$ cat config.mk
export PLATFORM = sky130hd
export DESIGN_NAME = pc_fetch_flat
export DESIGN_NICKNAME = d
export VERILOG_FILES = /design/src/rtl/pc_fetch_pkg.sv /design/src/rtl/pc_fetch_if.sv /design/src/rtl/pc_fetch_sat_counter16.sv /design/src/rtl/pc_fetch.sv /design/src/flat_wrapper.sv
export SDC_FILE = /design/constraint.sdc
export NUM_CORES = 1
export LEC_CHECK = 0
export ABC_AREA = 0
export CAP_MARGIN = 20
export CORE_MARGIN = 1
export CORE_UTILIZATION = 35
export CTS_CLUSTER_SIZE = 20
export DETAILED_ROUTE_END_ITERATION = 12
export PLACE_DENSITY = 0.64
export SKIP_LAST_GASP = 1
export SLEW_MARGIN = 20
export SYNTH_ARGS = -nofsm -noshare
export SYNTH_HDL_FRONTEND = slang
export SYNTH_SLANG_ARGS = --single-unit
$ cat constraint.sdc
create_clock -name clk -period 2.2 [get_ports clk]
set_input_delay 0.22 -clock clk [delete_from_list [all_inputs] [get_ports clk]]
set_output_delay 0.22 -clock clk [all_outputs]
set_load 0.02 [all_outputs]
$ cat src/rtl/pc_fetch_pkg.sv
// rtl/pc_fetch_pkg.sv - shared constants and state type for the instruction-fetch stage
//
// Purpose: default widths, opcode field location, HALT/NOP encodings and the
//          fetch FSM state type used by pc_fetch and its interface.
// Ports:   none (package).
package fetch_pkg;

  localparam int DEF_PC_W    = 10;
  localparam int DEF_INSTR_W = 16;

  localparam int OPC_MSB = 15;
  localparam int OPC_LSB = 12;

  localparam logic [3:0]  HALT_OPC  = 4'hF;
  localparam logic [15:0] NOP_INSTR = 16'h0000;

  typedef enum logic [1:0] {
    BOOT   = 2'd0,
    RUN    = 2'd1,
    HALTED = 2'd2
  } fetch_state_t;

endpackage

$ cat src/rtl/pc_fetch_if.sv
// rtl/pc_fetch_if.sv - fetch-stage bus: hazard/branch inputs, imem port and IF/ID outputs
//
// Purpose: groups every non-clock signal of pc_fetch.
// Signals: stall, branch_taken, branch_target  - control from hazard unit / branch stage
//          imem_addr, imem_rdata                - combinational instruction-memory port
//          if_valid, if_instr, if_pc            - IF/ID pipeline register
//          halted                               - fetch stopped on HALT
// Modports: master = fetch stage, slave = surrounding pipeline / memory.
interface pc_fetch_if
  import fetch_pkg::*;
#(
  parameter int PC_W    = DEF_PC_W,
  parameter int INSTR_W = DEF_INSTR_W
);

  logic               stall;
  logic               branch_taken;
  logic [PC_W-1:0]    branch_target;
  logic [PC_W-1:0]    imem_addr;
  logic [INSTR_W-1:0] imem_rdata;
  logic               if_valid;
  logic [INSTR_W-1:0] if_instr;
  logic [PC_W-1:0]    if_pc;
  logic               halted;

  modport master (
    input  stall, branch_taken, branch_target, imem_rdata,
    output imem_addr, if_valid, if_instr, if_pc, halted
  );

  modport slave (
    output stall, branch_taken, branch_target, imem_rdata,
    input  imem_addr, if_valid, if_instr, if_pc, halted
  );

endinterface

$ cat src/rtl/pc_fetch_sat_counter16.sv
// rtl/pc_fetch_sat_counter16.sv - 16-bit saturating event counter
//
// Purpose: counts enabled cycles, sticks at 16'hFFFF.
// Ports:   clk      - clock
//          rst      - asynchronous active-high reset (clears count)
//          i_inc    - increment enable
//          o_count  - current count
module sat_counter16 (
  input  logic        clk,
  input  logic        rst,
  input  logic        i_inc,
  output logic [15:0] o_count
);

  logic [15:0] r_count;

  always_ff @(posedge clk or posedge rst) begin
    if (rst) begin
      r_count <= 16'h0000;
    end else if (i_inc && (r_count != 16'hFFFF)) begin
      r_count <= r_count + 16'd1;
    end
  end

  assign o_count = r_count;

endmodule

$ cat src/rtl/pc_fetch.sv
// rtl/pc_fetch.sv - instruction-fetch stage: PC register, imem addressing, IF/ID register
//
// Purpose: holds the PC, addresses instruction memory with it, and loads the
//          fetched word plus its PC into IF/ID. Branch redirects flush one slot;
//          a HALT opcode stops fetch until the next taken branch.
// Ports:   clk        - clock, rising edge
//          reset      - asynchronous active-high reset
//          bus        - pc_fetch_if.master (control in, imem port, IF/ID out, halted)
//          fetch_cnt  - valid-load counter   (only with PC_FETCH_PERF_EN)
//          bubble_cnt - bubble-load counter  (only with PC_FETCH_PERF_EN)
// Option:  PC_FETCH_PERF_EN adds the two saturating performance counters.
module pc_fetch
  import fetch_pkg::*;
#(
  parameter int              PC_W     = DEF_PC_W,
  parameter int              INSTR_W  = DEF_INSTR_W,
  parameter logic [PC_W-1:0] RESET_PC = '0
) (
  input  logic        clk,
  input  logic        reset,
  pc_fetch_if.master  bus
`ifdef PC_FETCH_PERF_EN
  ,
  output logic [15:0] fetch_cnt,
  output logic [15:0] bubble_cnt
`endif
);

  localparam logic [PC_W-1:0] PC_ONE = 1;

  fetch_state_t         r_state;
  fetch_state_t         w_state_nxt;

  logic [PC_W-1:0]      r_pc;
  logic [PC_W-1:0]      w_pc_nxt;

  logic                 r_if_valid;
  logic [INSTR_W-1:0]   r_if_instr;
  logic [PC_W-1:0]      r_if_pc;

  logic                 w_ifid_load;
  logic                 w_ifid_valid_nxt;
  logic [INSTR_W-1:0]   w_ifid_instr_nxt;
  logic [PC_W-1:0]      w_ifid_pc_nxt;

  logic                 w_is_halt;

  assign w_is_halt = (bus.imem_rdata[OPC_MSB:OPC_LSB] == HALT_OPC);

  always_ff @(posedge clk or posedge reset) begin
    if (reset) begin
      r_state <= BOOT;
    end else begin
      r_state <= w_state_nxt;
    end
  end

  // Next-state and IF/ID load decisions. A bubble always records the PC
  // current at the edge, so a flushed slot still shows where fetch was.
  always_comb begin
    w_state_nxt      = r_state;
    w_pc_nxt         = r_pc;
    w_ifid_load      = 1'b0;
    w_ifid_valid_nxt = 1'b0;
    w_ifid_instr_nxt = INSTR_W'(NOP_INSTR);
    w_ifid_pc_nxt    = r_pc;

    case (r_state)
      BOOT: begin
        // Single settling cycle: branch and stall are both ignored here.
        w_ifid_load = 1'b1;
        w_state_nxt = RUN;
      end

      RUN, HALTED: begin
        if (bus.branch_taken) begin
          w_pc_nxt    = bus.branch_target;
          w_ifid_load = 1'b1;
          w_state_nxt = RUN;
        end else if (bus.stall) begin
          w_ifid_load = 1'b0;
        end else if (r_state == RUN) begin
          w_ifid_load      = 1'b1;
          w_ifid_valid_nxt = 1'b1;
          w_ifid_instr_nxt = bus.imem_rdata;
          if (w_is_halt) begin
            // HALT is delivered downstream but fetch parks on its address.
            w_state_nxt = HALTED;
          end else begin
            w_pc_nxt = r_pc + PC_ONE;
          end
        end else begin
          w_ifid_load = 1'b1;
        end
      end

      default: begin
        w_state_nxt = BOOT;
      end
    endcase
  end

  always_ff @(posedge clk or posedge reset) begin
    if (reset) begin
      r_pc       <= RESET_PC;
      r_if_valid <= 1'b0;
      r_if_instr <= '0;
      r_if_pc    <= '0;
    end else begin
      r_pc <= w_pc_nxt;
      if (w_ifid_load) begin
        r_if_valid <= w_ifid_valid_nxt;
        r_if_instr <= w_ifid_instr_nxt;
        r_if_pc    <= w_ifid_pc_nxt;
      end
    end
  end

  assign bus.imem_addr = r_pc;
  assign bus.if_valid  = r_if_valid;
  assign bus.if_instr  = r_if_instr;
  assign bus.if_pc     = r_if_pc;
  assign bus.halted    = (r_state == HALTED);

`ifdef PC_FETCH_PERF_EN
  logic w_fetch_inc;
  logic w_bubble_inc;

  assign w_fetch_inc  = w_ifid_load &  w_ifid_valid_nxt;
  assign w_bubble_inc = w_ifid_load & ~w_ifid_valid_nxt;

  sat_counter16 u_fetch_cnt (
    .clk     (clk),
    .rst     (reset),
    .i_inc   (w_fetch_inc),
    .o_count (fetch_cnt)
  );

  sat_counter16 u_bubble_cnt (
    .clk     (clk),
    .rst     (reset),
    .i_inc   (w_bubble_inc),
    .o_count (bubble_cnt)
  );
`endif

endmodule

$ cat src/flat_wrapper.sv
// flat-port wrapper written by rule: the top's interface ports become plain ports
module pc_fetch_flat import fetch_pkg::*;
#(
  parameter int              PC_W     = DEF_PC_W,
  parameter int              INSTR_W  = DEF_INSTR_W,
  parameter logic [PC_W-1:0] RESET_PC = '0
)
  (clk, reset, bus_stall, bus_branch_taken, bus_branch_target, bus_imem_rdata, bus_imem_addr, bus_if_valid, bus_if_instr, bus_if_pc, bus_halted);
  pc_fetch_if #(.PC_W(PC_W), .INSTR_W(INSTR_W)) bus_i ();
  input  logic clk;
  input  logic reset;
  input wire logic [$bits(bus_i.stall)-1:0] bus_stall;
  input wire logic [$bits(bus_i.branch_taken)-1:0] bus_branch_taken;
  input wire logic [$bits(bus_i.branch_target)-1:0] bus_branch_target;
  input wire logic [$bits(bus_i.imem_rdata)-1:0] bus_imem_rdata;
  output wire logic [$bits(bus_i.imem_addr)-1:0] bus_imem_addr;
  output wire logic [$bits(bus_i.if_valid)-1:0] bus_if_valid;
  output wire logic [$bits(bus_i.if_instr)-1:0] bus_if_instr;
  output wire logic [$bits(bus_i.if_pc)-1:0] bus_if_pc;
  output wire logic [$bits(bus_i.halted)-1:0] bus_halted;
  assign bus_i.stall = bus_stall;
  assign bus_i.branch_taken = bus_branch_taken;
  assign bus_i.branch_target = bus_branch_target;
  assign bus_i.imem_rdata = bus_imem_rdata;
  assign bus_imem_addr = bus_i.imem_addr;
  assign bus_if_valid = bus_i.if_valid;
  assign bus_if_instr = bus_i.if_instr;
  assign bus_if_pc = bus_i.if_pc;
  assign bus_halted = bus_i.halted;
  pc_fetch #(.PC_W(PC_W), .INSTR_W(INSTR_W), .RESET_PC(RESET_PC)) u_core (.clk(clk), .reset(reset), .bus(bus_i));
endmodule
==> results.toml, run 1 <==
[global_routing]
grt_overflow = 0
antenna_found_initial = 0
grtUsageTotal_pct = 16.8
grt_first_pass_wirelength_um = 7940
grt_pass1_vias = 1586
grt_max_degree = 40

[die]
dieArea_mm2 = 0.00613
start_util_pct = 36.7
rows = 27
dieWidth_um = 78.3
io_pins = 68
die_h_um = 78.3
fp.coreArea_mm2 = 0.00554

[clocking]
cts_buffers = 5
root_buffer = "clkbuf_8"
numClockSinks = 39
clk_latency_ns = 0.29
cts_buffer_depth = 2
postCtsHoldBufs = 0
tritoncts = "yes"
path_clk_slew_ns = 0.08
postCtsSetupRepairBufs = 0
h-tree-depth = 2
cts-resized-gates = 0

[job]
maxCapViolCount = 0

[setup_path]
arrival_ns = 2.18
worst-path-max-fanout = 10
cp_common_cell = "o21ai_0"
reg2reg_depth = 7
crit_path_start_kind = "flip-flop"
setup.worst_path.start = "u_core.r_state[0]$_DFFE_PP0P_"
r2r-end = "u_core.bus.imem_addr[4]$_DFFE_PP0P_"
critPathRequiredTime_ns = 2.42
cp_slowest_stage_delay_ns = 0.43
end_kind = "flip-flop"
ff2ff_setup_slack_ns = 0.24
reg2reg_from = "u_core.r_state[0]$_DFFE_PP0P_"
crit_chain = "inv_1 > ha_1 > and2_1 > a31oi_2 > buf_4 > o21ai_0 > o21ai_0"
path_class = "reg2reg"
cpMaxStageDelayCell = "ha_1"

[pwr]
power.leakage_nw = 1.18
p_per_area_mw_per_mm2 = 1180
ir_worst_vdd_mv = 0.373

[synth]
yosysTopAreaCellShare_pct = 47.9
synth_cell_type_count = 38
synth_area_per_cell_um2 = 10.5
yosys-top-cells-area = "dfrtp_1 48%, mux2_4 7.4%, o21ai_0 7.4%"
ys.flop_type = "dfrtp_1"
netlist_instances = 193
synth_edf_count = 0
ys_ff_latch = 39
yosysSeqAreaShare_pct = 47.9
syn_area_mm2 = 0.00204
syn-num-nets = 229
synth_largest_area_cell = "dfrtp_1"
synthArstFlopShare_pct = 100
yosys_warnings = 0

[placement]
dpl.hpwl_um = 3430
dp_cells = 323
place_congestion = 0.771
numPortBuffers = 67

[hold_path]
hold_class = "in2async"

[timing]
slew_headroom_pct = 67.1
report.final.hold_viol_count = 0
setup_tns_ns = 0
max_slew.worst_pin.slew_ns = 0.493
setup_violations = 0
drv_slew = 0
max_freq_ghz = 0.510
finalCritPeriodShare_pct = 89.2
rsz0062_at_grt = "false"
fin_skew_ns = 0.00297
post-route-min-period_ns = 1.96

[layout]
final_cells = 330
diodes = 0
area_delta_synth_final_pct = 39.3
multi_input_area_um2 = 947
fillers = 528
nets = 294
mostFrequentLayoutCells = "67 x clkdlybuf4s50_1, 39 x dfrtp_1, 30 x o21ai_0, 19 x nand2_1, 16 x o31ai_1"
regArea_um2 = 976
drive_gt1_share_pct = 11.6
final_common_cell = "clkdlybuf4s50_1"

[detailed_routing]
routed_wl_um = 4800
vias = 1687
drc_errors = 0
wire_per_inst_um = 14.5
ant_nets = 0
drtIter0Drc = 130
routed_via_density = 5.11
drtPass1Iterations = 4

[status]
status = "complete, no violations"
[flip-flops by register name (all words and copies together), names as in the netlist]
name,count
u_core.bus.if_instr,16
u_core.bus.imem_addr,10
u_core.bus.if_pc,10
u_core.r_state,2
u_core.bus.if_valid,1
[where the power goes]
part	internal, mW	switching [mW]
clock network	0.246	0.247
registers	0.950	0.249
logic	0.850	0.809
[routing by layer]
layer / vias to the layer above / part of all wire, % / GRT usage, %
met3: 8 / 3.6 / 2.44
met5: - / 0 / 0
li1: 835 / - / -
met1: 801 / 46 / 22.7
met4: 0 / 1.8 / 8.33
met2: 43 / 48 / 26.1
[worst max-delay path, delay by kind of cell (launching register included)]
| family | cells | cell delay (ns) |
|---|---|---|
| compound gates | 3 | 0.52 |
| fa+ha+maj | 1 | 0.43 |
| buf+inv | 2 | 0.30 |
| flops | 1 | 0.40 |
| simple gates | 1 | 0.25 |
[through the flow]
stage / utilization [%] / hold WS (ns) / instance area (um^2) / total power [mW] / worst slack, ns
after floorplan: - / 0.354 / 2040 / 2.22 / 0.487
after global placement: 49.6 / 0.488 / 2750 / 2.87 / 0.305
after detailed placement: 49.6 / 0.502 / 2750 / 2.89 / 0.246
after CTS: 51.2 / 0.368 / 2840 / 3.38 / 0.227
after global routing: 51.2 / 0.399 / 2840 / 3.56 / 0.0499
final: 51.2 / 0.351 / 2840 / 3.35 / 0.237
[worst max path at each step]
stage                                                to  slack (ns)  depth (start not counted)
finish              u_core.bus.imem_addr[4]$_DFFE_PP0P_        0.24                          7
detailed placement  u_core.bus.imem_addr[4]$_DFFE_PP0P_        0.25                          7
global placement    u_core.bus.imem_addr[4]$_DFFE_PP0P_        0.30                          7
floorplan           u_core.bus.imem_addr[0]$_DFFE_PP0P_        0.49                          8
CTS                 u_core.bus.imem_addr[4]$_DFFE_PP0P_        0.23                          7
global route        u_core.bus.imem_addr[4]$_DFFE_PP0P_        0.05                          7
[layout make-up]
| type | instances | share of cell area (%) |
|---|---|---|
| timing repair buffer | 73 | 25.2 |
| clock buffer | 6 | 2.91 |
| sequential | 39 | 34.4 |
| multi-input combinational | 134 | 33.4 |
| tap | 72 | 3.18 |
| inverter | 5 | 0.662 |
| clock inverter | 1 | 0.177 |
[synthesized netlist by cell type (all sizes together) (4+ instances only)]
cell type,number
o21ai,30
nand2,19
a21oi,8
ha,6
nand4,4
nor2,9
inv,5
mux2,10
dfrtp,39
clkbuf,7
buf,8
nand3,4
o31ai,16
a22oi,4
[cells by family after synthesis]
group	Yosys count	synth area share, %
AOI/OAI and AO/OA	68	21.8
adders and majority gates	6	3.69
buffers and inverters	20	5.53
DFF	39	47.9
muxes	12	8.36
and+or+nand+nor	48	12.7
(Power assumes the default switching activity.)
==> run 2, diff against run 1 <==
--- a/config.mk
+++ b/config.mk
@@ -16,4 +16,5 @@
 export SLEW_MARGIN = 20
 export SYNTH_ARGS = -nofsm -noshare
 export SYNTH_HDL_FRONTEND = slang
+export SYNTH_HIERARCHICAL = 1
 export SYNTH_SLANG_ARGS = --single-unit
==> results.toml, run 2 <==
[synth]
yosysSeqAreaShare_pct = 46.5
synth_cell_type_count = 43
synth.most_common_cell = "dfrtp_1"
synth_largest_area_cell = "dfrtp_1"
synthArstFlopShare_pct = 100
ys.flop_type = "dfrtp_1"
netlist_instances = 198
synthTopCellsByCount = "39 x dfrtp_1, 22 x nand2_1, 16 x o21ai_0"
yosys_warnings = 6
yosys-top-cells-area = "dfrtp_1 46%, o31ai_2 6.0%, mux2_1 5.4%"
synth_area_per_cell_um2 = 10.6
yosysTopAreaCellShare_pct = 46.5
syn-num-nets = 234
syn_area_mm2 = 0.00210
synth_edf_count = 0
ys_ff_latch = 39

[timing]
report.final.hold_viol_count = 0
rsz0062_at_grt = "false"
max_slew.worst_pin.slew_ns = 0.491
finalCritPeriodShare_pct = 88.6
setup_violations = 0
drv_slew = 0
setup_tns_ns = 0
fin_skew_ns = 0.00517
post-route-min-period_ns = 1.95
slew_headroom_pct = 67.3
max_freq_ghz = 0.513

[setup_path]
critPathRequiredTime_ns = 2.38
r2r-end = "u_core/bus.imem_addr[4]$_DFFE_PP0P_"
crit_path_start_kind = "flip-flop"
end_kind = "flip-flop"
reg2reg_depth = 7
ff2ff_setup_slack_ns = 0.25
arrival_ns = 2.13
crit_chain = "inv_1 > ha_1 > and3b_1 > a22oi_2 > buf_4 > nor2_1 > o22a_1"
path_class = "reg2reg"
cpMaxStageDelayCell = "ha_1"
cp_slowest_stage_delay_ns = 0.43
worst-path-max-fanout = 20
reg2reg_from = "u_core/r_state[0]$_DFFE_PP0P_"

[global_routing]
grt_pass1_vias = 1682
grtUsageTotal_pct = 16.0
grt_overflow = 0
grt_first_pass_wirelength_um = 7920
grt_max_degree = 40
antenna_found_initial = 0

[pwr]
p_per_area_mw_per_mm2 = 1150
ir_worst_vdd_mv = 0.485
power.leakage_nw = 1.19

[layout]
drive_gt1_share_pct = 14.0
final_common_cell = "clkdlybuf4s50_1"
area_delta_synth_final_pct = 39.4
mostFrequentLayoutCells = "67 x clkdlybuf4s50_1, 39 x dfrtp_1, 22 x nand2_1, 16 x o21ai_0"
final_cells = 336
nets = 299
diodes = 0
largest_register_ffs = 16

[die]
dieWidth_um = 79.5
die_h_um = 79.5
dieArea_mm2 = 0.00631
fp.coreArea_mm2 = 0.00564
start_util_pct = 37.2
rows = 27
io_pins = 68

[detailed_routing]
drc_errors = 0
wire_per_inst_um = 14.2
ant_nets = 0
drtIter0Drc = 88
routed_wl_um = 4780
vias = 1707
routed_via_density = 5.08
drtPass1Iterations = 5

[placement]
place_congestion = 0.799
dpl.hpwl_um = 3380
numPortBuffers = 67
dp_cells = 328

[hold_path]
hold_class = "in2async"

[clocking]
cts_buffers = 5
tritoncts = "yes"
path_clk_slew_ns = 0.08
cts-resized-gates = 0
clk_latency_ns = 0.28
root_buffer = "clkbuf_8"
postCtsSetupRepairBufs = 0
postCtsHoldBufs = 0
cts_buffer_depth = 2
numClockSinks = 39
h-tree-depth = 2

[status]
status = "complete, no violations"

[job]
maxCapViolCount = 0
==> run 2: changes by cell type after synthesis, moves of 7 or more <==
cell / change
o31ai_1: -9
o21ai_1: +7
mux2_1: +10
o21ai_0: -14
mux2_4: -10
o31ai_2: +10
==> run 2: worst max-delay path: cells and delay by family (launching register included) <==
kind | cells | cell delay (ns)
buffers and inverters | 2 | 0.37
AO/OA/AOI/OAI | 2 | 0.30
AND/OR/NAND/NOR | 2 | 0.32
flip-flops | 1 | 0.41
adder cells (fa/ha/maj) | 1 | 0.43
==> run 2: kinds of logic (layout without fill, tap and decap cells) <==
logic type               count (synthesis)  in the layout  synth area share, %
AND/OR/NAND/NOR                         54             54                 13.6
multiplexers                            11             11                 5.84
AO/OA/AOI/OAI                           67             67                 25.0
buffers and inverters                   21             87                 5.48
flip-flops                              39             39                 46.5
adder cells (fa/ha/maj)                  6              6                 3.58
==> run 2: worst max path at each step <==
stage | startpoint | end | slack [ns] | cells past startpoint
after global routing | u_core/r_state[0]$_DFFE_PP0P_ | u_core/bus.if_instr[4]$_DFFE_PP0P_ | 0.13 | 6
final | u_core/r_state[0]$_DFFE_PP0P_ | u_core/bus.imem_addr[4]$_DFFE_PP0P_ | 0.25 | 7
after CTS | u_core/r_state[0]$_DFFE_PP0P_ | u_core/bus.imem_addr[4]$_DFFE_PP0P_ | 0.25 | 7
after detailed placement | u_core/r_state[0]$_DFFE_PP0P_ | u_core/bus.imem_addr[4]$_DFFE_PP0P_ | 0.26 | 7
after floorplan | u_core/r_state[0]$_DFFE_PP0P_ | u_core/bus.imem_addr[9]$_DFFE_PP0P_ | 0.50 | 7
after global placement | u_core/r_state[0]$_DFFE_PP0P_ | u_core/bus.imem_addr[4]$_DFFE_PP0P_ | 0.34 | 7
==> run 2: layout make-up <==
class,instances,area (um^2)
clock buffer,6,82.6
tap,72,90.1
multi-input combinational,138,1010
clock inverter,2,35.0
fill,517,2720
timing repair buffer,72,708
inverter,7,26.3
sequential,39,976
==> run 2: metrics by stage <==
step	cell area [um^2]	setup WS, ns	total power, mW	util (%)	hold slack, ns
after detailed placement	2810	0.262	2.79	49.8	0.476
final	2930	0.251	3.37	51.9	0.365
after CTS	2930	0.247	3.42	51.9	0.388
after global placement	2810	0.339	2.77	49.8	0.469
after floorplan	2100	0.495	2.17	-	0.354
after global routing	2930	0.133	3.60	51.9	0.433
==> run 2: per-layer routing <==
metal	wire, um	global-route usage [%]	vias to the layer above
met5	0	0	-
met4	74	6.18	0
met1	2230	20.9	817
met3	163	2.74	6
met2	2310	26.2	38
li1	-	-	846
==> run 2: where the power goes <==
part | switching (mW) | internal, mW | leakage (nW)
Sequential | 0.241 | 0.943 | 0.503
Combinational | 0.848 | 0.730 | 0.626
Clock | 0.244 | 0.367 | 0.0612
Total | 1.33 | 2.04 | 1.19
==> run 3, diff against run 2 <==
==> constraint.sdc (replaced) <==
create_clock -name clk -period 2.2 [get_ports clk]
set_input_delay 0.66 -clock clk [delete_from_list [all_inputs] [get_ports clk]]
set_output_delay 0.66 -clock clk [all_outputs]
set_load 0.02 [all_outputs]
==> results.toml, run 3 (synthesized netlist as in run 2, its figures left out) <==
[hold_path]
holdPathStages = 1
min_to = "u_core/bus.if_pc[5]$_DFFE_PP0P_"
hold_class = "reg2reg"
hp-start = "u_core/bus.if_pc[5]$_DFFE_PP0P_"

[layout]
nets = 304
mostFrequentLayoutCells = "66 x clkdlybuf4s50_1, 39 x dfrtp_1, 22 x nand2_1, 16 x o21ai_0"
area_delta_synth_final_pct = 42.7
final_common_cell = "clkdlybuf4s50_1"
largest_register_ffs = 16
diodes = 0
drive_gt1_share_pct = 15.2

[global_routing]
antenna_found_initial = 0
grtUsageTotal_pct = 15.8
grt_max_degree = 40
grt_use_met1_pct = 22.4
gr-usage-met3_pct = 3.31
grt_busiest_layer = "met2"
grt_pass1_vias = 1602
met2_usage_pct = 24.9
grt_overflow = 0
grt_first_pass_wirelength_um = 7870

[placement]
place_congestion = 0.748
numPortBuffers = 67
dpl.hpwl_um = 3300
dp_worst_setup_slack_ns = 0.0726

[die]
io_pins = 68
fp.coreArea_mm2 = 0.00564
start_util_pct = 37.2
rows = 27
dieWidth_um = 79.5
dieArea_mm2 = 0.00631
die_h_um = 79.5

[setup_path]
worst-path-max-fanout = 10
critPathRequiredTime_ns = 1.54
reg2reg_depth = 7
cp_top_family = "buffers and inverters"
end_kind = "output port"
cpMaxStageDelayCell = "clkdlybuf4s50_1"
path_buf_inv = 1
r2r-end = "u_core/bus.imem_addr[2]$_DFFE_PP0P_"
arrival_ns = 1.46
cp_slowest_stage_delay_ns = 0.66
crit_chain = "clkdlybuf4s50_1"
path_class = "reg2out"
ff2ff_setup_slack_ns = 0.36
crit_path_start_kind = "flip-flop"
reg2reg_from = "u_core/r_state[0]$_DFFE_PP0P_"

[timing]
fin_skew_ns = 0.00617
report.final.hold_viol_count = 0
drv_slew = 0
setup_violations = 0
finalWorstSetupSlack_ns = 0.0814
post-route-min-period_ns = 2.12
setup_tns_ns = 0
rsz0062_at_grt = "false"
finalCritPeriodShare_pct = 96.3
slew_headroom_pct = 76.0
max_freq_ghz = 0.472
max_slew.worst_pin.slew_ns = 0.360

[clocking]
tritoncts = "yes"
postCtsSetupRepairBufs = 0
path_clk_slew_ns = 0.08
h-tree-depth = 2
cts_buffers = 5
root_buffer = "clkbuf_8"
numClockSinks = 39
clk_latency_ns = 0.28
cts_buffer_depth = 2

[detailed_routing]
vias = 1700
wire_per_inst_um = 13.7
drc_errors = 0
drtPass1Iterations = 4
routed_wl_um = 4660
routed_via_density = 4.99
ant_nets = 0
drtIter0Drc = 107

[pwr]
totalPowerFinal_mw = 3.36
p_per_area_mw_per_mm2 = 1120
power.leakage_nw = 1.23
ir_worst_vdd_mv = 0.543

[job]
maxCapViolCount = 0

[status]
status = "complete, no violations"
==> run 3: cell types whose count changed in the layout (fill, tap and decap cells not counted) <==
cell             delta
clkdlybuf4s50_1     -1
dlygate4sd2_1       +1
clkbuf_1            +1
clkinv_2            -1
buf_4               +1
bufinv_16           -1
clkbuf_8            +1
buf_12              +4
==> run 3: how the worst max path moves through the flow <==
stage          slack, ns                             endpoint  cells past startpoint                           startpoint
4_1_cts             0.07                     bus_imem_addr[2]                      1  u_core/bus.imem_addr[2]$_DFFE_PP0P_
6_report            0.08                     bus_imem_addr[2]                      1  u_core/bus.imem_addr[2]$_DFFE_PP0P_
5_1_grt             0.02                     bus_imem_addr[2]                      1  u_core/bus.imem_addr[2]$_DFFE_PP0P_
3_3_place_gp        0.09  u_core/bus.imem_addr[2]$_DFFE_PP0P_                      6                            bus_stall
2_1_floorplan       0.50  u_core/bus.imem_addr[9]$_DFFE_PP0P_                      7        u_core/r_state[0]$_DFFE_PP0P_
3_5_place_dp        0.07  u_core/bus.imem_addr[2]$_DFFE_PP0P_                      6                            bus_stall
==> run 3: layout make-up <==
cell class,count,area [um^2]
Sequential cell,39,976
Inverter,7,26.3
Multi-Input combinational cell,138,1010
Tap cell,72,90.1
Fill cell,520,2650
Clock buffer,8,100
Timing Repair Buffer,77,795
==> run 3: through the flow <==
| step | hold WS, ns | instances | util [%] | instance area (um^2) |
|---|---|---|---|---|
| 3_5_place_dp | 0.475 | 333 | 51.3 | 2900 |
| 6_report | 0.487 | 341 | 53.1 | 3000 |
| 2_1_floorplan | 0.518 | 198 | - | 2100 |
| 3_3_place_gp | 0.466 | 333 | 51.3 | 2900 |
| 4_1_cts | 0.492 | 341 | 53.1 | 3000 |
| 5_1_grt | 0.504 | 341 | 53.1 | 3000 |
==> run 3: repair_timing <==
action                                  4_1_cts  5_1_grt
endpoints found under the setup margin        1        0
endpoints found under the hold margin         0        0
resized for setup                             1        0
hold buffers                                  0        0
==> run 3: per-layer routing <==
layer	up-vias	wire length [um]
met4	0	46
met1	811	2230
met3	4	163
li1	856	-
met5	-	0
met2	29	2220
==> run 3: where the power goes <==
group | internal, mW | switching (mW)
registers | 0.943 | 0.217
clock network | 0.286 | 0.240
logic | 0.801 | 0.873
==> RTL edit 1: new RTL, flow settings as in run 2 <==
`DEF_PC_W`: 10 -> 20.
--- a/src/rtl/pc_fetch_pkg.sv
+++ b/src/rtl/pc_fetch_pkg.sv
@@ -7,3 +7,3 @@
 
-  localparam int DEF_PC_W    = 10;
+  localparam int DEF_PC_W    = 20;
   localparam int DEF_INSTR_W = 16;
Interface: changed (resized bus_branch_target, bus_if_pc and bus_imem_addr); port bits go from 68 to 98. The function was not compared with the original's and may differ.
==> RTL edit 1 against run 2 <==
Via count increased by 50%. Non-clock buffer count is 44 higher. Sequential cell count up 20. Cell area increased by 47%. Clock power grew 64%. Synthesized area increased by 41%. First-iteration DRC count is 120% higher. Power is 74% higher. Wire length is 71% higher. Worst hold slack worse by 110 ps. Utilization is 0.59 points higher. Largest cell class is now sequential cells. Clock skew rose by 2.6 ps. Worst setup slack got worse by 68 ps.
==> RTL edit 1: results (changes against run 2) <==
Status
  • Outcome: completed

Cells and area
  • Layout cell share with drive strength beyond 1: 18.1% (+4.1 points)
  • Non-clock buffer share: 26.1% (+1.9 points)
  • Multi-input gates: 185 (+34%)
  • Fillers: 722 (+40%)
  • Register Area: 1480 um^2 (+51%)
  • Buffers excl. clock: 116 (+61%)
  • Diode count: 0 (unchanged)
  • Clk cell area share: 4.70% (+0.68 points)
  • Multi-input logic portion of the cell area: 31.4% (-3.0 points)
  • Layout net count: 421 (+41%)
  • Non-clock inverters: 5 (-2)
  • Clock buffer count: 10 (+4)

Worst setup path
  • Worst setup path end: u_core/bus.if_pc[8]
  • Worst Path Max Fanout: 13 (-35%)
  • Worst R2R Setup Slack: 180 ps (-70 ps)
  • R2R cell count: 6 (-1)
  • CP startpoint kind: register
  • Worst Path Arrival: 2240 ps (+110 ps)
  • R2r startpoint: u_core/r_state[0]

Logic synthesis
  • Seq/Total Area, Yosys: 49.9% (+3.4 points)
  • Yosys cell types: 65 (+51%)
  • Top cells by area, synth: dfrtp_1 50%, mux2_2 7.2%, a22o_1 4.7%, a21oi_1 3.0%, o21ai_0 2.9%
  • Post-Synth XOR/XNOR Area: 0% (unchanged)
  • Synth Flop Type: dfrtp_1
  • Complex-gate fraction of the synthesized area: 18.5% (-6.6 points)
  • Post-Synth Adder-Cell Area: 2.11% (-1.5 points)
  • Async S/R FF share, synth: 100% (unchanged)
  • Mux share of post-synthesis cell area: 7.90% (+2.1 points)
  • Commonest cells in the netlist: 59 x dfrtp_1, 19 x mux2_2, 18 x a21oi_1
  • Net count after synthesis: 310 (+32%)

GRT
  • Largest net degree at the start of global routing: 60 (+50%)
  • First-pass GRT wire length: 13.0 mm (+64%)
  • Vias in the first global route: 2515 (+50%)
  • Total GRT Usage: 19.5% (+3.5 points)
  • Antenna violations before repair: 0 (unchanged)

Power
  • Leakage: 0.00176 uW (+47%)
  • PwrDens: 1370 nW/um^2 (+18%)
  • Worst vdd ir: 0.000763 V (+57%)

Placement
  • Pre-CTS WS: 40.7 ps (-221 ps)
  • Buffers added on ports: 97 (+45%)
  • Final HPWL DP: 5.97 mm (+76%)
  • Placed Area: 4100 um^2 (+46%)
  • Global placement routability congestion: 0.831 (+4.0%)

Drt
  • Vias per cell: 5.27 (+3.8%)
  • Final wirelength: 8.17 mm (+71%)
  • DR iter-0 viols: 192 (+120%)
  • Drt first pass iters: 4 (-1)

Clocking
  • Clk Latency, worst-skew pair: 340 ps (+60 ps)
  • CTS sink cnt: 59 (+51%)
  • Clock buffer depth: 2 (unchanged)
  • H-tree depth: 3 (+1)
  • Clock-pin transition on the worst setup and hold timing paths: roughly 70 ps
  • Root Buffer: clkbuf_8
  • CTS buffer count: 9 (+4)

Timing
  • Final min period: 2020 ps (+68.0 ps)
  • Layout Skew: 7.74 ps (+2.57 ps)
  • Slew margin rel.: 54.7% (-13 points)
[RTL edit 1: changes by cell type after synthesis, sizes merged, moves of 4 or more]
cell,before,now
a22o,0,17
nand3,4,11
nor2b,0,4
a21oi,5,18
and4,1,6
mux2,10,19
dfrtp,39,59
o22ai,0,4
o31ai,17,2
nor2,11,16
o21ai,29,17
nand2,22,9
[RTL edit 1: power breakdown]
part	internal, uW	leakage, uW	switching [uW]
clock network	551	0.0000905	454
registers	1510	0.000730	377
logic	1480	0.000936	1520
total	3530	0.00176	2350
[RTL edit 1: layer usage]
metal / GRT usage (%) / share of wire (%) / wire length, um / vias to the layer above
met3: 3.48 / 4.6 / 379 / 8
met4: 8.72 / 1.0 / 83 / 0
met1: 26.6 / 46 / 3740 / 1250
li1: - / - / - / 1230
met2: 30.1 / 49 / 3970 / 74
met5: 0 / 0 / 0 / -
[RTL edit 1: worst max-delay path, cell delays in order, from the launching register on]
cell and delay, ps:
dfrtp_1 380, inv_1 90, ha_1 410, a21oi_1 300, or2_1 170, buf_4 200
mux2_2 350
[RTL edit 1: metrics by stage]
| step | total power [uW] | std cells | hold slack (ps) |
|---|---|---|---|
| floorplan | 3540 | 265 | 344 |
| finish | 5890 | 486 | 258 |
| detailed placement | 4900 | 470 | 471 |
| CTS | 5930 | 486 | 269 |
| global route | 6260 | 486 | 303 |
| global placement | 4860 | 470 | 478 |
[RTL edit 1: logic make-up after synthesis]
| kind of cell | count (synthesis) |
|---|---|
| flops | 59 |
| simple gates | 81 |
| mux | 21 |
| compound gates | 78 |
| buf+inv | 21 |
| fa+ha+maj | 5 |
[RTL edit 1: repair_timing]
action	in CTS	in global routing
endpoints found under the setup margin	0	17
gates resized for setup	0	2
buffers inserted	0	0
==> RTL edit 2: new RTL, config.mk and constraints of run 2 <==
Made on the original files. Encoding of `fetch_state_t`: now one-hot (3 bits for 3 states).
--- a/src/rtl/pc_fetch_pkg.sv
+++ b/src/rtl/pc_fetch_pkg.sv
@@ -16,6 +16,6 @@
 
-  typedef enum logic [1:0] {
-    BOOT   = 2'd0,
-    RUN    = 2'd1,
-    HALTED = 2'd2
+  typedef enum logic [2:0] {
+    BOOT   = 3'b001,
+    RUN    = 3'b010,
+    HALTED = 3'b100
   } fetch_state_t;
Check against the original RTL: same outputs for any inputs over 4 cycles, from zero or initial values and one cycle with reset high; so few cycles prove little.
==> RTL edit 2 against run 2 <==
Wire length decreased by 12%. Sequential cell count increased by 1. Cell area decreased by 6.7%. Clock skew down 2.1 ps. Final cell count shrank 11%. Die area decreased by 11%. Critical path depth shrank 4. Via count decreased by 11%. Synthesized area fell by 11%. Clock power rose by 5.1%. Worst setup slack lost 22 ps. Power up 9.6%. Critical path type is now reg2out. Critical endpoint is now bus_halted. Largest power group unchanged.
==> RTL edit 2: results (changes against run 2) <==
Worst setup path
  • R2r startpoint: u_core/r_state[0]
  • Longest individual stage delay on the worst path: 640 ps (+210 ps)
  • R2R Path End: u_core/bus.imem_addr[5]
  • Crit-path slowest cell: clkdlybuf4s50_1
  • Worst Path Max Fanout: 5 (-75%)
  • Worst Setup SP: u_core/r_state[2]
  • CP top delay family: buffers and inverters
  • Worst Path Arrival: 1750 ps (-380 ps)
  • R2R cell count: 5 (-2)
  • Worst R2R Setup Slack: 410 ps (+160 ps)
  • Worst setup path end: bus_halted

Power
  • Sequential fraction of design power: 35.4% (+0.3 points)
  • Sw Pwr: 1350 uW (+1.6%)
  • Comb pwr share: 47.2% (+0.4 points)
  • Pwr Total: 3700 uW (+9.6%)
  • Worst vdd ir: 0.000650 V (+34%)
  • Leakage: 0.00115 uW (-3.2%)

GRT
  • Total GRT Usage: 15.7% (-0.24 points)
  • Met3 Use GR: 3.48% (+0.74 points)
  • Met2 Usage GRT: 23.6% (-2.6 points)
  • Vias in the first global route: 1378 (-18%)
  • First-pass GRT wire length: 6.62 mm (-16%)
  • Largest net degree at the start of global routing: 41 (+2.5%)
  • Met1 usage: 22.4% (+1.5 points)

Timing
  • Max Clock Freq: 0.507 GHz (-1.1%)
  • Worst hold slack: 359 ps (-5.71 ps)
  • Slew Viols, Final: 0 (unchanged)
  • Layout Skew: 3.11 ps (-2.07 ps)
  • Worst-margin pin slew: 579 ps (+88.0 ps)

Logic synthesis
  • Syn avg cell area: 11.8 um^2 (+11%)
  • Yosys cell types: 41 (-4.7%)
  • Seq/Total Area, Yosys: 53.7% (+7.2 points)
  • Commonest cells in the netlist: 39 x dfrtp_1, 16 x a22o_1, 13 x o21ai_0
  • Net count after synthesis: 189 (-19%)
  • Yosys top cell area share: 52.3% (+5.8 points)
  • Top cells by area, synth: dfrtp_1 52%, a22o_1 7.5%, o21ai_0 3.5%, mux2_2 3.0%, mux2_4 2.4%

Status
  • Outcome: completed

Drt
  • Wirelength per Cell: 14.0 um (-1.5%)
  • DR iter-0 viols: 47 (-47%)
  • Met3 WL: 294 um (+80%)
  • M1 WL: 2.13 mm (-4.6%)
  • DR WL met2: 1.77 mm (-23%)
  • Max Used Layer: met4
  • Vias per cell: 5.05 (-0.66%)
  • Drt first pass iters: 4 (-1)
  • Final wirelength: 4.21 mm (-12%)

Placement
  • Pre-CTS WS: 154 ps (-108 ps)
  • Global placement routability congestion: 0.787 (-1.5%)
  • Placed Area: 2600 um^2 (-7.3%)
  • Dpl cells: 292 (-11%)
  • Final HPWL DP: 3.03 mm (-10%)

Cells and area
  • Flip-flop count of the largest register after layout: 16 (unchanged)
  • Fillers: 458 (-11%)
  • Diode count: 0 (unchanged)
  • Layout net count: 260 (-13%)
  • Area Growth Syn to Fin: 46.3%
  • Layout cell share with drive strength beyond 1: 12.2% (-1.8 points)

Clocking
  • Clock-pin transition on the worst setup and hold timing paths: roughly 70 ps
  • Setup Buffers After CTS: 0 (unchanged)
  • CTS-repair resized insts: 0 (unchanged)
-- RTL edit 2: changes by cell type after synthesis, sizes merged, moves of 3 or more --
cell	run 2	this run
clkbuf	3	0
o21ai	29	14
ha	6	1
nand2	22	4
inv	7	3
nor4b	0	3
o31ai	17	0
a22o	0	16
-- RTL edit 2: area by class of cell --
| type | instances | share of cell area (%) |
|---|---|---|
| Clock buffer | 7 | 3.53 |
| Clock inverter | 1 | 1.10 |
| Inverter | 3 | 0.412 |
| Multi-Input combinational cell | 106 | 28.8 |
| Sequential cell | 40 | 36.7 |
| Tap cell | 70 | 3.21 |
| Timing Repair Buffer | 73 | 26.2 |
-- RTL edit 2: cells by family after synthesis --
family | count (synthesis) | share of synthesized area (%)
AO/OA/AOI/OAI | 52 | 21.0
AND/OR/NAND/NOR | 42 | 13.3
flip-flops | 40 | 53.7
buffers and inverters | 12 | 4.09
multiplexers | 11 | 7.18
adder cells (fa/ha/maj) | 1 | 0.671
